--- src/rtl/bcd_fib_pkg.sv ---
// Shared definitions for the BCD Fibonacci engine: FSM encoding and
// elaboration-time helpers for limits and parameter legality.
package bcd_fib_pkg;

  typedef enum logic [2:0] {
    IDLE = 3'd0,
    CONV = 3'd1,
    FIB  = 3'd2,
    B2B  = 3'd3,
    DONE = 3'd4
  } state_t;

  function automatic logic [63:0] pow10(input int k);
    logic [63:0] r;
    r = 64'd1;
    for (int i = 0; i < k; i++) r = r * 64'd10;
    return r;
  endfunction

  // Double-dabble digit correction applied before every left shift.
  function automatic logic [3:0] add3(input logic [3:0] d);
    return (d >= 4'd5) ? d + 4'd3 : d;
  endfunction

endpackage

--- src/rtl/bcd_fib_n_bin2bcd_seq.sv ---
// Sequential shift-add-3 converter; the first shift happens on the load
// edge so a conversion occupies exactly BW busy cycles including done_tick.
module bin2bcd_seq
  import bcd_fib_pkg::*;
#(
  parameter int BW         = 15,
  parameter int OUT_DIGITS = 4
) (
  input  logic                    clk,
  input  logic                    reset,
  input  logic                    start,
  input  logic [BW-1:0]           bin,
  output logic                    done_tick,
  output logic [4*OUT_DIGITS-1:0] bcd
);

  localparam int CW = $clog2(BW + 1);

  logic [BW-1:0]           bin_r;
  logic [4*OUT_DIGITS-1:0] bcd_r;
  logic [4*OUT_DIGITS-1:0] adj;
  logic [CW-1:0]           cnt;
  logic                    busy;

  always_comb begin
    adj = '0;
    for (int i = 0; i < OUT_DIGITS; i++) adj[i*4 +: 4] = add3(bcd_r[i*4 +: 4]);
  end

  always_ff @(posedge clk or negedge reset) begin
    if (!reset) begin
      bin_r <= '0;
      bcd_r <= '0;
      cnt   <= '0;
      busy  <= 1'b0;
    end else if (start) begin
      bcd_r <= {{(4*OUT_DIGITS-1){1'b0}}, bin[BW-1]};
      bin_r <= {bin[BW-2:0], 1'b0};
      cnt   <= CW'(BW - 1);
      busy  <= 1'b1;
    end else if (busy) begin
      if (cnt != '0) begin
        {bcd_r, bin_r} <= {adj[4*OUT_DIGITS-2:0], bin_r, 1'b0};
        cnt            <= cnt - 1'b1;
      end else begin
        busy <= 1'b0;
      end
    end
  end

  assign done_tick = busy && (cnt == '0);
  assign bcd       = bcd_r;

endmodule

--- src/rtl/bcd_fib_n.sv ---
// Parametrised BCD Fibonacci engine: BCD index -> binary, iterative F(n),
// saturation on overflow, then double-dabble back to BCD for display.
module bcd_fib_n
  import bcd_fib_pkg::*;
#(
  parameter int IN_DIGITS  = 2,
  parameter int OUT_DIGITS = 4,
  parameter int NW         = 7,
  parameter int BW         = 15
) (
  input  logic                    clk,
  input  logic                    reset,
  input  logic                    start,
  input  logic [4*IN_DIGITS-1:0]  bcd_in,
  output logic                    ready,
  output logic                    done_tick,
  output logic                    overflow,
  output logic                    invalid,
  output logic [4*OUT_DIGITS-1:0] bcd_out
);

  localparam logic [63:0]   MAX_V = pow10(OUT_DIGITS) - 64'd1;
  localparam logic [BW-1:0] MAX   = MAX_V[BW-1:0];
  localparam int            DCW   = (IN_DIGITS > 1) ? $clog2(IN_DIGITS) : 1;

  if ((64'd1 << NW) <= pow10(IN_DIGITS) - 64'd1) begin : g_bad_nw
    $error("bcd_fib_n: NW cannot hold the largest index");
  end
  if ((64'd1 << BW) <= 64'd2 * MAX_V) begin : g_bad_bw
    $error("bcd_fib_n: BW cannot hold twice the largest result");
  end

  state_t                  state, state_nxt;
  logic [4*IN_DIGITS-1:0]  din_r;
  logic [DCW-1:0]          dcnt;
  logic [NW-1:0]           n;
  logic [BW-1:0]           t0, t1;
  logic [3:0]              digit;
  logic                    bad_in;
  logic                    fib_end, fib_abort;
  logic                    b2b_done;
  logic [4*OUT_DIGITS-1:0] b2b_bcd;

  always_comb begin
    bad_in = 1'b0;
    for (int i = 0; i < IN_DIGITS; i++)
      if (bcd_in[i*4 +: 4] > 4'd9) bad_in = 1'b1;
  end

  assign digit     = din_r[{dcnt, 2'b00} +: 4];
  assign fib_end   = (n == '0);
  assign fib_abort = !fib_end && (t1 > MAX);

  always_ff @(posedge clk or negedge reset) begin
    if (!reset) state <= IDLE;
    else        state <= state_nxt;
  end

  always_comb begin
    state_nxt = state;
    case (state)
      IDLE: if (start) state_nxt = bad_in ? DONE : CONV;
      CONV: if (dcnt == '0) state_nxt = FIB;
      FIB: begin
        if (fib_end)        state_nxt = B2B;
        else if (fib_abort) state_nxt = DONE;
      end
      B2B:  if (b2b_done) state_nxt = DONE;
      DONE: state_nxt = IDLE;
      default: state_nxt = IDLE;
    endcase
  end

  always_comb begin
    ready     = (state == IDLE);
    done_tick = (state == DONE);
  end

  // Result and flags only move on edges that enter DONE, so they hold between requests.
  always_ff @(posedge clk or negedge reset) begin
    if (!reset) begin
      din_r    <= '0;
      dcnt     <= '0;
      n        <= '0;
      t0       <= '0;
      t1       <= '0;
      overflow <= 1'b0;
      invalid  <= 1'b0;
      bcd_out  <= '0;
    end else begin
      case (state)
        IDLE: if (start) begin
          if (bad_in) begin
            invalid  <= 1'b1;
            overflow <= 1'b0;
            bcd_out  <= '0;
          end else begin
            din_r <= bcd_in;
            n     <= '0;
            dcnt  <= DCW'(IN_DIGITS - 1);
          end
        end
        CONV: begin
          n    <= NW'(n * NW'(10) + NW'(digit));
          dcnt <= dcnt - 1'b1;
          if (dcnt == '0) begin
            t0 <= '0;
            t1 <= BW'(1);
          end
        end
        FIB: begin
          if (fib_abort) begin
            overflow <= 1'b1;
            invalid  <= 1'b0;
            bcd_out  <= {OUT_DIGITS{4'h9}};
          end else if (!fib_end) begin
            t0 <= t1;
            t1 <= t0 + t1;
            n  <= n - 1'b1;
          end
        end
        B2B: if (b2b_done) begin
          bcd_out  <= b2b_bcd;
          overflow <= 1'b0;
          invalid  <= 1'b0;
        end
        default: ;
      endcase
    end
  end

  bin2bcd_seq #(.BW(BW), .OUT_DIGITS(OUT_DIGITS)) u_b2b (
    .clk       (clk),
    .reset     (reset),
    .start     (state == FIB && fib_end),
    .bin       (t0),
    .done_tick (b2b_done),
    .bcd       (b2b_bcd)
  );

endmodule
--- config.mk ---
export PLATFORM = sky130hd
export DESIGN_NAME = bcd_fib_n
export DESIGN_NICKNAME = d
export VERILOG_FILES = /design/src/rtl/bcd_fib_pkg.sv /design/src/rtl/bcd_fib_n_bin2bcd_seq.sv /design/src/rtl/bcd_fib_n.sv
export SDC_FILE = /design/constraint.sdc
export NUM_CORES = 1
export LEC_CHECK = 0
export CORE_MARGIN = 8
export CORE_UTILIZATION = 56
export CTS_BUF_LIST = sky130_fd_sc_hd__clkbuf_16
export DETAILED_ROUTE_END_ITERATION = 8
export HOLD_SLACK_MARGIN = 0.15
export PLACE_DENSITY = 0.75
export SLEW_MARGIN = 0
export SYNTH_ARGS = -nofsm -noshare
export SYNTH_HDL_FRONTEND = slang
export SYNTH_HIERARCHICAL = 1
export SYNTH_SLANG_ARGS = --single-unit
--- constraint.sdc ---
create_clock -name clk -period 7.3 [get_ports clk]
set_clock_uncertainty 0.15 [all_clocks]
set_input_delay 2.19 -clock clk [delete_from_list [all_inputs] [get_ports clk]]
set_output_delay 2.19 -clock clk [all_outputs]
set_load 0.02 [all_outputs]
# Word-level counts from Yosys, hierarchy flattened
# Index checks and enable logic that the tools add are counted.
classes:
  shifts: 1
  n_mul: 1
  bitwise_logic: 1
  add_sub_neg: 9
  order_cmp: 7
  eq_ne: 13
  reduce_logical: 21
  mux: 55
ops:
  columns: ["operator", "n"]
  rows:
  - ["15-bit 2-to-1 mux", 9]
  - ["16-bit 2-to-1 mux", 7]
  - ["15-bit case mux with 2 select lines", 2]
  - ["16-bit case mux with 3 select lines", 1]
  - ["7-bit 2-to-1 mux", 4]
  - ["4-bit 2-to-1 mux", 6]
  - ["3-bit 2-to-1 mux", 7]
  - ["7-bit case mux with 3 select lines", 1]
  - ["4-bit by 3-bit >= comparator with 1-bit output (second input constant)", 4]
  - ["15-bit adder", 1]
  - ["15-bit by 14-bit greater-than comparator with 1-bit output (second input constant)", 1]
  - ["1-bit 2-to-1 mux", 14]
  - ["2-bit != test (second input constant)", 7]
  - ["4-bit by 2-bit adder with 4-bit output (second input constant)", 3]
  - ["3-bit case mux with 4 select lines", 1]
  - ["5-bit AND reduction", 2]
  - ["4-bit greater-than comparator (second input constant)", 2]
  - ["4-bit AND reduction", 2]
  - ["2-bit nonzero test", 4]
  - ["8-bit by 4-bit variable part select with 4-bit output", 1]
  - ["7-bit by 4-bit adder with 7-bit output", 1]
  - ["7-bit logical NOT", 1]
  - ["7-bit by 3-bit multiplier with 6-bit output (second input constant)", 1]
  - ["7-bit by 1-bit subtractor with 7-bit output (second input constant)", 1]
  - ["19 further kinds", 25]
totals:
  input_bits: 11
  reg_bits: 103
  output_inout_bits: 20
  elab_cells: 121

# Longest topological paths before layout
# Gate-level depths: netlist of run 1.
logic_depth:
  word_depth: 6
  mapped_depth: 13
  mapped_depth_nobuf: 9

# By module
# The synthesis of run 1 kept the hierarchy.
modules_own_cells:
  columns: ["mod", "n_inst", "cells_each", "seq_area_each_um2", "area_each_um2"]
  rows:
  - ["bcd_fib_n", 1, 409, 1676.6, 3837.4]
  - ["bin2bcd_seq", 1, 220, 875.8, 2060.7]

# Worst setup path before layout of run 1
# Ideal clock, no wire load.
synth_timing:
  path_kind: "in2reg"
  startpoint: "input port bcd_in[6]"
  endpoint: "register bcd_out[0]"
  required_time_ns: 7.019
  setup_ns: 0.131
  path_slack_ns: 3.577
  path_stages: 8
  arrival_time_ns: 3.442
  path_buffers: 2
  cell_sequence: "o21ai_0 -> nand2_1 -> mux2_2 -> o21a_1 -> and2_4 -> buf_6 -> buf_6 -> a2bb2oi_1"
synth_via:
  elab_chain_cells: 4
synth_rtl:
  columns: ["item", "line_no", "text"]
  rows:
  - ["start, declared", "bcd_fib_n.sv:14", "input logic [4*IN_DIGITS-1:0] bcd_in,"]
  - ["4-bit greater-than comparator", "bcd_fib_n.sv:47", "if (bcd_in[i*4 +: 4] > 4'd9) bad_in = 1'b1;"]
  - ["1-bit 2-to-1 mux", "bcd_fib_n.sv:47", null]
  - ["2-bit by 1-bit != test with 1-bit output (no source line)", null, null]
  - ["5-bit AND reduction (no source line)", null, null]
  - ["end signal, assigned", "bcd_fib_n.sv:115", "bcd_out <= {OUT_DIGITS{4'h9}};"]
  - ["end, declared", "bcd_fib_n.sv:19", "output logic [4*OUT_DIGITS-1:0] bcd_out"]
# No other way between the ends.
# A chain may end at the register's enable or synchronous reset.

# Worst setup path in the final report of run 1
layout_timing:
  startpoint: "register state[0]"
  endpoint: "output port ready"
layout_via:
  elab_chain_cells: 1
layout_rtl:
  columns: ["item", "line_no", "text"]
  rows:
  - ["start, declared", "bcd_fib_n.sv:33", "state_t state, state_nxt;"]
  - ["start signal, assigned", "bcd_fib_n.sv:56", "else state <= state_nxt;"]
  - ["3-bit logical NOT", "bcd_fib_n.sv:75", "ready = (state == IDLE);"]
  - ["end, declared", "bcd_fib_n.sv:15", "output logic ready,"]
# No other way between the ends.

==> results of run 1 <==
## per-stage QoR
stage	total power, mW	setup slack [ns]
after detailed placement	1.91	3.08
after floorplan	1.61	3.58
final	2.39	2.99
after global placement	1.85	3.19
after global routing	2.56	2.91
after CTS	2.40	2.98
## logic make-up after synthesis
group	Yosys count
muxes	21
buffers and inverters	65
and+or+nand+nor	209
DFF	102
xor gates and xnor gates	16
adders and majority gates	34
AOI/OAI and AO/OA	182
## area by class of cell
type                            count  area [sq um]  area share, %
Clock buffer                        9           225           3.44
Clock inverter                      7          73.8           1.13
Inverter                           30           113           1.72
Multi-Input combinational cell    462          3080           47.1
Sequential cell                   102          2550           39.0
Tap cell                          136           170           2.60
Timing Repair Buffer               34           328           5.01
## routing by layer
metal / wire length [um] / up-vias / share of wire (%) / global-route usage [%]
met1: 6030 / 2327 / 46 / 25.5
met4: 170 / 0 / 1.3 / 6.17
met2: 6550 / 100 / 49 / 31.8
met3: 498 / 14 / 3.8 / 2.95
met5: 0 / - / 0 / 0
li1: - / 2295 / - / -
## registers in the layout, summed over array words and instances, names as in the netlist
name and flops:
bcd_out 16, u_b2b/bcd 16, t0 15, t1 15, u_b2b/bin_r 14, din_r 8
n 7, u_b2b/cnt 4, state 3, dcnt 1, invalid 1, overflow 1
u_b2b/busy 1
## final timing paths
kind,slack [ns],endpoint,cells after the start
setup / recovery,2.99,ready,3
setup reg to reg,4.15,u_b2b/bin_r[4],6
hold / removal,0.36,t1[3],2
max in group asynchronous,4.17,t1[6],2
min in group asynchronous,1.73,u_b2b/cnt[3],1
hold reg to reg,0.36,t1[3],2
## cell usage in the layout, fill, tap and decap left out, drive strengths merged, types with 6 or more instances in the layout
cell / Yosys / layout
o21ai: 51 / 51
dfrtp: 102 / 102
xnor2: 11 / 11
a2bb2oi: 8 / 8
clkdlybuf4s50: 0 / 29
nand2b: 21 / 21
a21oi: 38 / 38
mux2i: 9 / 9
mux2: 12 / 12
nor3: 16 / 16
o31ai: 10 / 10
nand2: 79 / 79
nor3b: 7 / 7
nand3: 7 / 7
clkbuf: 18 / 9
a211oi: 12 / 12
a211o: 9 / 9
o21a: 6 / 6
a221o: 11 / 11
nor2b: 13 / 13
ha: 31 / 31
nor2: 37 / 37
inv: 30 / 32
or3: 11 / 11
## worst reg2reg max path, stage by stage (launching register included)
cell      delay, ns
dfrtp_1        0.45
inv_1          0.13
or3_1          0.69
nor2_4         0.98
nand2b_1       0.25
a21oi_1        0.05
a221o_1        0.32
## power breakdown
| group | switching [mW] | total [mW] | internal [mW] |
|---|---|---|---|
| registers | 0.170 | 0.874 | 0.705 |
| logic | 0.589 | 1.03 | 0.442 |
| clock network | 0.217 | 0.484 | 0.267 |
| total | 0.976 | 2.39 | 1.41 |
==> metrics, run 1 <==
run status=finished clean; drt wl/cell=about 17 um; Finished Cell Area=6540 sq um; Max-Slew Margin vs Limit=22.9%; largest net degree at the start of global routing=58; CTS Buf Count=9; Tightest Hold Check Type=reg -> reg; initial DRC count=403; deepest clock path buffer count=2; Post-synth EDFFs=0; Compound-Gate Fraction of Synth Area=around 21%; Worst Path Buf+Inv=2; RSZ-0062 raised after global routing=no; Post-Synth Adder-Cell Area=7.59%; CORE AREA=10,300 sq um; Seq cells post-synth=roughly 100; critical path class=reg -> out; cell row count=37; worst hold slack=about 0.36 ns; post-cts sizing count=0; clock latency on the worst-skew pair=0.35 ns; post-synthesis xor/xnor area fraction=2.38%; share of the synthesized area in the top cell type=43.3%; dominant cells by area after synthesis=dfrtp_1 (43%), ha_1 (6.6%), nand2_1 (5.0%); CP startpoint=state[0]; Nets=684; Critical Path Sink Type=output port; postcts setup bufs=0; Post-Syn Nets=674; DIE AREA=14,100 sq um; Die W=119 um; H-tree level count=3; Placer Congestion=between 0.8 and 0.9; layout cells sized above 1=6.52%; DR vias/cell=6.07; Critical Path AT=1.97 ns; post-route ant nets=0; GRT Overall Usage=19.3%; maximum clock rate=roughly 230 MHz; syn_area_per_cell=9.38 sq um; CTS Hold Bufs=0; HP Start=t1[3]; post-synthesis sequential area ratio=43.3%; Worst Setup Start Kind=flip-flop; Max VDD drop=roughly 0.00024 V; max cap viols=0; DRC=0; period utilization=59.1%; Die Y=between 100 and 150 um; Synth cell types=between 50 and 60; routed vias=approximately 4,700; final hold vios=0; cells after synthesis=about 630; first-pass iteration count of the detailed router=5; Crit Reg-Reg Startpoint=state[1]; Slowest cell on crit path=clkdlybuf4s50_1; Max Slew Vio Count=0; Yosys top cell by area=dfrtp_1; Mapped Area=5900 sq um; Reg clk slew, reported paths=0.07 ns; CP top delay family=buffers and inverters; CP max stage delay=roughly 0.62 ns; Crit Path Max Fanout=11; P_leak=roughly 2.8 nW; Routed WL=13,200 um; HPWL Detailed=9200 um; Tightest Pin Transition=about 1.2 ns; Port-buffer cells=30; largest family of logic cells by synthesized area=compound AO/OA/AOI/OAI gates; total clock sinks=slightly above 100; final count of negative-setup-slack endpoints=0; Synth warnings=6; Main synth FF type=dfrtp_1; number of fillers in the final layout=between 800 and 900; count leader, synth=dfrtp_1; Starting Density=57.4%; vias in the first global route=approximately 4,600; crit-path cells=or3_1, inv_1, clkdlybuf4s50_1; area delta synth->final=10.9%; placed cells=764; fin crit period=4.31 ns; worst endpoint required time=roughly 5 ns; # IOs=31; area of placed instances=6240 sq um; Synth top cells by count=dfrtp_1 (102), nand2_1 (79), o21ai_0 (47); Layout Cells excl Fill=roughly 800; Setup TNS Final=0 ns; global-route wire length before repair=22,600 um; CTS tree=done; ant diodes=0; mux share of post-synthesis cell area=under 10%; FFs w/ async S/R, synth=100%; Simple-Gate Fraction of Synth Area=17.4%; pwr dens=roughly 370 nW/um^2; clock root cell=clkbuf_16; initial antenna violation count=0; final core occ=63.6%; overflow left after global routing=0
Note: power is estimated with default switching activity, not from simulation.
==> run 2: changes to the inputs <==
- clock period: 7.3 -> 4.2 ns (I/O delays scaled with it)
==> run 2 against run 1 <==
Net effect:
- core utilization grew 0.13 points
- critical path depth is the same
- total power grew 72%
- critical path type unchanged
- largest cell class unchanged
==> metrics, run 2 (synthesis results as in run 1) <==
run status=finished clean; DIE AREA=14,100 sq um; clock group share of total power=19.4%; clock latency on the worst-skew pair=0.35 ns; overflow left after global routing=0; Finished Cell Area=6550 sq um; GRT Overall Usage=19.4%; DRC=0; ant diodes=0; vias in the first global route=4,636; worst endpoint required time=roughly 2.8 ns; final core occ=63.8%; Max Slew Vio Count=0; Sequential Power Share=36.2%; cell row count=37; Worst Setup Start Kind=flip-flop; most frequent cells in the layout=dfrtp_1 (102), nand2_1 (79), o21ai_0 (47); postcts setup bufs=0; post-cts sizing count=0; PnR worst setup slack=0.815 ns; Reg clk slew, reported paths=0.07 ns; CTS Buf Count=9; critical path class=reg -> out; first-pass iteration count of the detailed router=5; routed vias=4,728; Crit Path Max Fanout=11; total clock sinks=approximately 100; Critical Path Sink Type=output port; busiest grt layer=met2; final hold vios=0; Routed WL=13,300 um; drt wl/cell=17.0 um; clock root cell=clkbuf_16; CTS tree=done; Nets=688; pre-CTS WS=0.956 ns; maximum clock rate=295 MHz; Tightest Hold Check Type=reg -> reg; initial antenna violation count=0; initial DRC count=321; largest net degree at the start of global routing=89; Max VDD drop=approximately 0.00048 V; HPWL Detailed=9340 um; final count of negative-setup-slack endpoints=0; Tightest Pin Transition=1.18 ns; Die W=between 100 and 150 um; met2 global-route usage=32.9%; Int Pwr=2.42 mW; Setup TNS Final=0 ns; area delta synth->final=11.1%; P_leak=2.82 nW; Sw Share=41.3%; CTS Hold Bufs=0; layout cells sized above 1=7.10%; fin crit period=3.38 ns; period utilization=80.6%; post-route ant nets=0; Placer Congestion=0.909; DR vias/cell=6.03; worst hold slack=0.359 ns; deepest clock path buffer count=2; met3 usage=3.47%; M1 GR Usage=24.2%; H-tree level count=3; area of placed instances=6270 sq um; Starting Density=57.4%; combinational share of power=44.4%; Port-buffer cells=30; commonest non-fill, non-tap cell in the layout=dfrtp_1; Max-Slew Margin vs Limit=20.7%; CORE AREA=10,300 sq um; Critical Path AT=1.97 ns; global-route wire length before repair=22,700 um; # IOs=31; pwr dens=628 nW/um^2; Die Y=119 um; max cap viols=0; RSZ-0062 raised after global routing=no; Psw=1.70 mW
==> run 2: cell types whose count changed in the layout (fill, tap and decap cells not counted), sizes merged <==
cell | previous run | this run
buf | 5 | 9
bufinv | 1 | 0
clkinvlp | 0 | 1
==> run 2: power groups by stage <==
stage	combinational (mW)	sequential, mW	clock, mW
4_1_cts	1.83	1.49	0.818
3_3_place_gp	1.75	1.49	0
2_1_floorplan	1.33	1.48	0
6_report	1.83	1.49	0.801
5_1_grt	2.04	1.52	0.854
3_5_place_dp	1.83	1.50	0
==> run 2: through the flow <==
| step | power [mW] | std cells |
|---|---|---|
| detailed placement | 3.33 | 768 |
| CTS | 4.14 | 784 |
| finish | 4.12 | 784 |
| floorplan | 2.81 | 629 |
| global placement | 3.24 | 768 |
| global route | 4.41 | 784 |
==> run 2: worst paths after layout <==
kind	endpoint	depth (start not counted)	slack, ns	from
worst max-delay path	ready	3	0.82	state[0]
worst min-delay path	din_r[0]	1	0.36	din_r[0]
worst max register to register	u_b2b/bcd[14]	6	1.18	state[1]
worst min register to register	din_r[0]	1	0.36	din_r[0]
max in group asynchronous	n[6]	2	2.09	reset
min in group asynchronous	t1[0]	1	0.97	reset
==> run 2: final cells by class <==
class	count	area, sq um
Clock buffer	9	225
Clock inverter	7	57.6
Fill cell	861	3720
Inverter	30	113
Multi-Input combinational cell	462	3080
Sequential cell	102	2550
Tap cell	136	170
Timing Repair Buffer	38	358
==> run 2: routing by layer <==
metal | share of wire, % | wire length (um)
met1 | 46 | 6110
met2 | 48 | 6450
met3 | 4.0 | 530
met4 | 1.9 | 257
met5 | 0 | 0
==> run 2: critical path, stage by stage, from the launching register on <==
cell,delay [ns]
dfrtp_1,0.49
or3_1,0.44
inv_1,0.07
clkdlybuf4s50_1,0.62
==> run 3: changes to the inputs <==
- clock period: 4.2 -> 3.15 ns (I/O delays scaled with it)
==> run 3 against run 2 <==
Net effect:
- non-clock buffer count is 6 higher
- die area stayed put
- worst setup slack worse by 0.68 ns
- critical endpoint unchanged
==> metrics, run 3 (synthesis results as in run 1) <==
post-route ant nets=0; # IOs=31; run status=finished clean; GRT Overall Usage=just under 20%; global-route wire length before repair=22,700 um; Die Y=between 100 and 150 um; placed cells=774; Layout Cells excl Fill=790; drt wl/cell=between 15 and 20 um; Reg clk slew, reported paths=0.07 ns; overflow left after global routing=0; cell row count=37; Tightest Hold Check Type=reg -> reg; Sequential Power Share=35.9%; Setup TNS Final=0 ns; Port-buffer cells=30; CTS Buf Count=9; setup slack, reg-to-reg=0.32 ns; H-tree level count=3; RSZ-0062 raised after global routing=no; Critical Path AT=1.92 ns; maximum clock rate=332 MHz; DR vias/cell=between 5 and 6; DIE AREA=14,100 sq um; first-pass iteration count of the detailed router=5; CTS Hold Bufs=0; Starting Density=57.4%; deepest clock path buffer count=2; combinational share of power=45.3%; clock root cell=clkbuf_16; Die W=119 um; Psw=2.24 mW; pwr dens=831 nW/um^2; critical path class=reg -> out; commonest non-fill, non-tap cell in the layout=dfrtp_1; ant diodes=0; layout cells sized above 1=7.65%; area delta synth->final=12.0%; CTS tree=done; HPWL Detailed=9030 um; fin crit period=3.01 ns; Int Pwr=3.25 mW; Max Slew Vio Count=0; final hold vios=0; worst endpoint required time=2.05 ns; Max VDD drop=0.000600 V; max cap viols=0; CORE AREA=10,300 sq um; final count of negative-setup-slack endpoints=0; Crit Path Max Fanout=9; period utilization=95.7%; routed vias=approximately 4,700; initial antenna violation count=0; Routed WL=13,100 um; post-cts sizing count=0; Worst Setup Start Kind=flip-flop; postcts setup bufs=0; number of fillers in the final layout=844; Critical Path Sink Type=output port; Placer Congestion=0.845; total clock sinks=102; most frequent cells in the layout=dfrtp_1 (102), nand2_1 (79), o21ai_0 (47); Sw Share=40.9%; DRC=0; clock group share of total power=18.8%; initial DRC count=447; vias in the first global route=approximately 4,600; P_leak=2.86 nW; clock latency on the worst-skew pair=0.35 ns; largest net degree at the start of global routing=56; Max-Slew Margin vs Limit=37.9%; Tightest Pin Transition=0.928 ns; Nets=approximately 690
run 3: cell count changes in the layout (fill, tap and decap cells not counted), sizes merged:
cell  previous run  this run
buf              9        15
run 3: layout make-up:
class	instances	area [sq um]	area share, %
Clock inverter	7	41.3	0.625
Tap cell	136	170	2.58
Inverter	30	113	1.70
Multi-Input combinational cell	462	3080	46.6
Clock buffer	9	225	3.41
Timing Repair Buffer	44	428	6.48
Sequential cell	102	2550	38.6
run 3: power by group through the flow:
stage               combinational (mW)  clock (mW)  sequential (mW)
finish                            2.49        1.03             1.97
global route                      2.77        1.10             2.02
CTS                               2.49        1.04             1.97
detailed placement                2.48           0             1.98
global placement                  2.38           0             1.97
floorplan                         1.77           0             1.97
run 3: worst max-delay path, stage by stage (launching register included):
cell             delay, ns
dfrtp_1               0.49
or3_1                 0.39
inv_1                 0.08
clkdlybuf4s50_1       0.61
run 3: worst paths after layout:
| kind | start | endpoint | cells past startpoint |
|---|---|---|---|
| max | state[2] | ready | 3 |
| min | t1[14] | t1[14] | 2 |
| max reg2reg | t0[0] | t1[14] | 9 |
| min reg2reg | t1[14] | t1[14] | 2 |
| max in group asynchronous | reset | n[2] | 2 |
| min in group asynchronous | reset | u_b2b/bcd[11] | 1 |
run 3: layer usage:
metal / part of all wire [%] / up-vias / global-route usage, %
li1: - / 2308 / -
met1: 46 / 2272 / 25.4
met2: 48 / 111 / 31.1
met3: 4.0 / 21 / 3.81
met4: 1.9 / 0 / 6.88
met5: 0 / - / 0
run 3: stage by stage:
stage	total power, mW	hold slack (ns)	util (%)	cell area [sq um]	worst slack, ns
after global placement	4.36	0.330	61.7	6340	0.293
final	5.49	0.354	64.3	6610	0.136
after CTS	5.51	0.353	64.3	6610	0.131
after detailed placement	4.47	0.339	61.7	6340	0.262
after global routing	5.89	0.374	64.3	6610	0.0712
after floorplan	3.74	0.317	-	5900	0.592
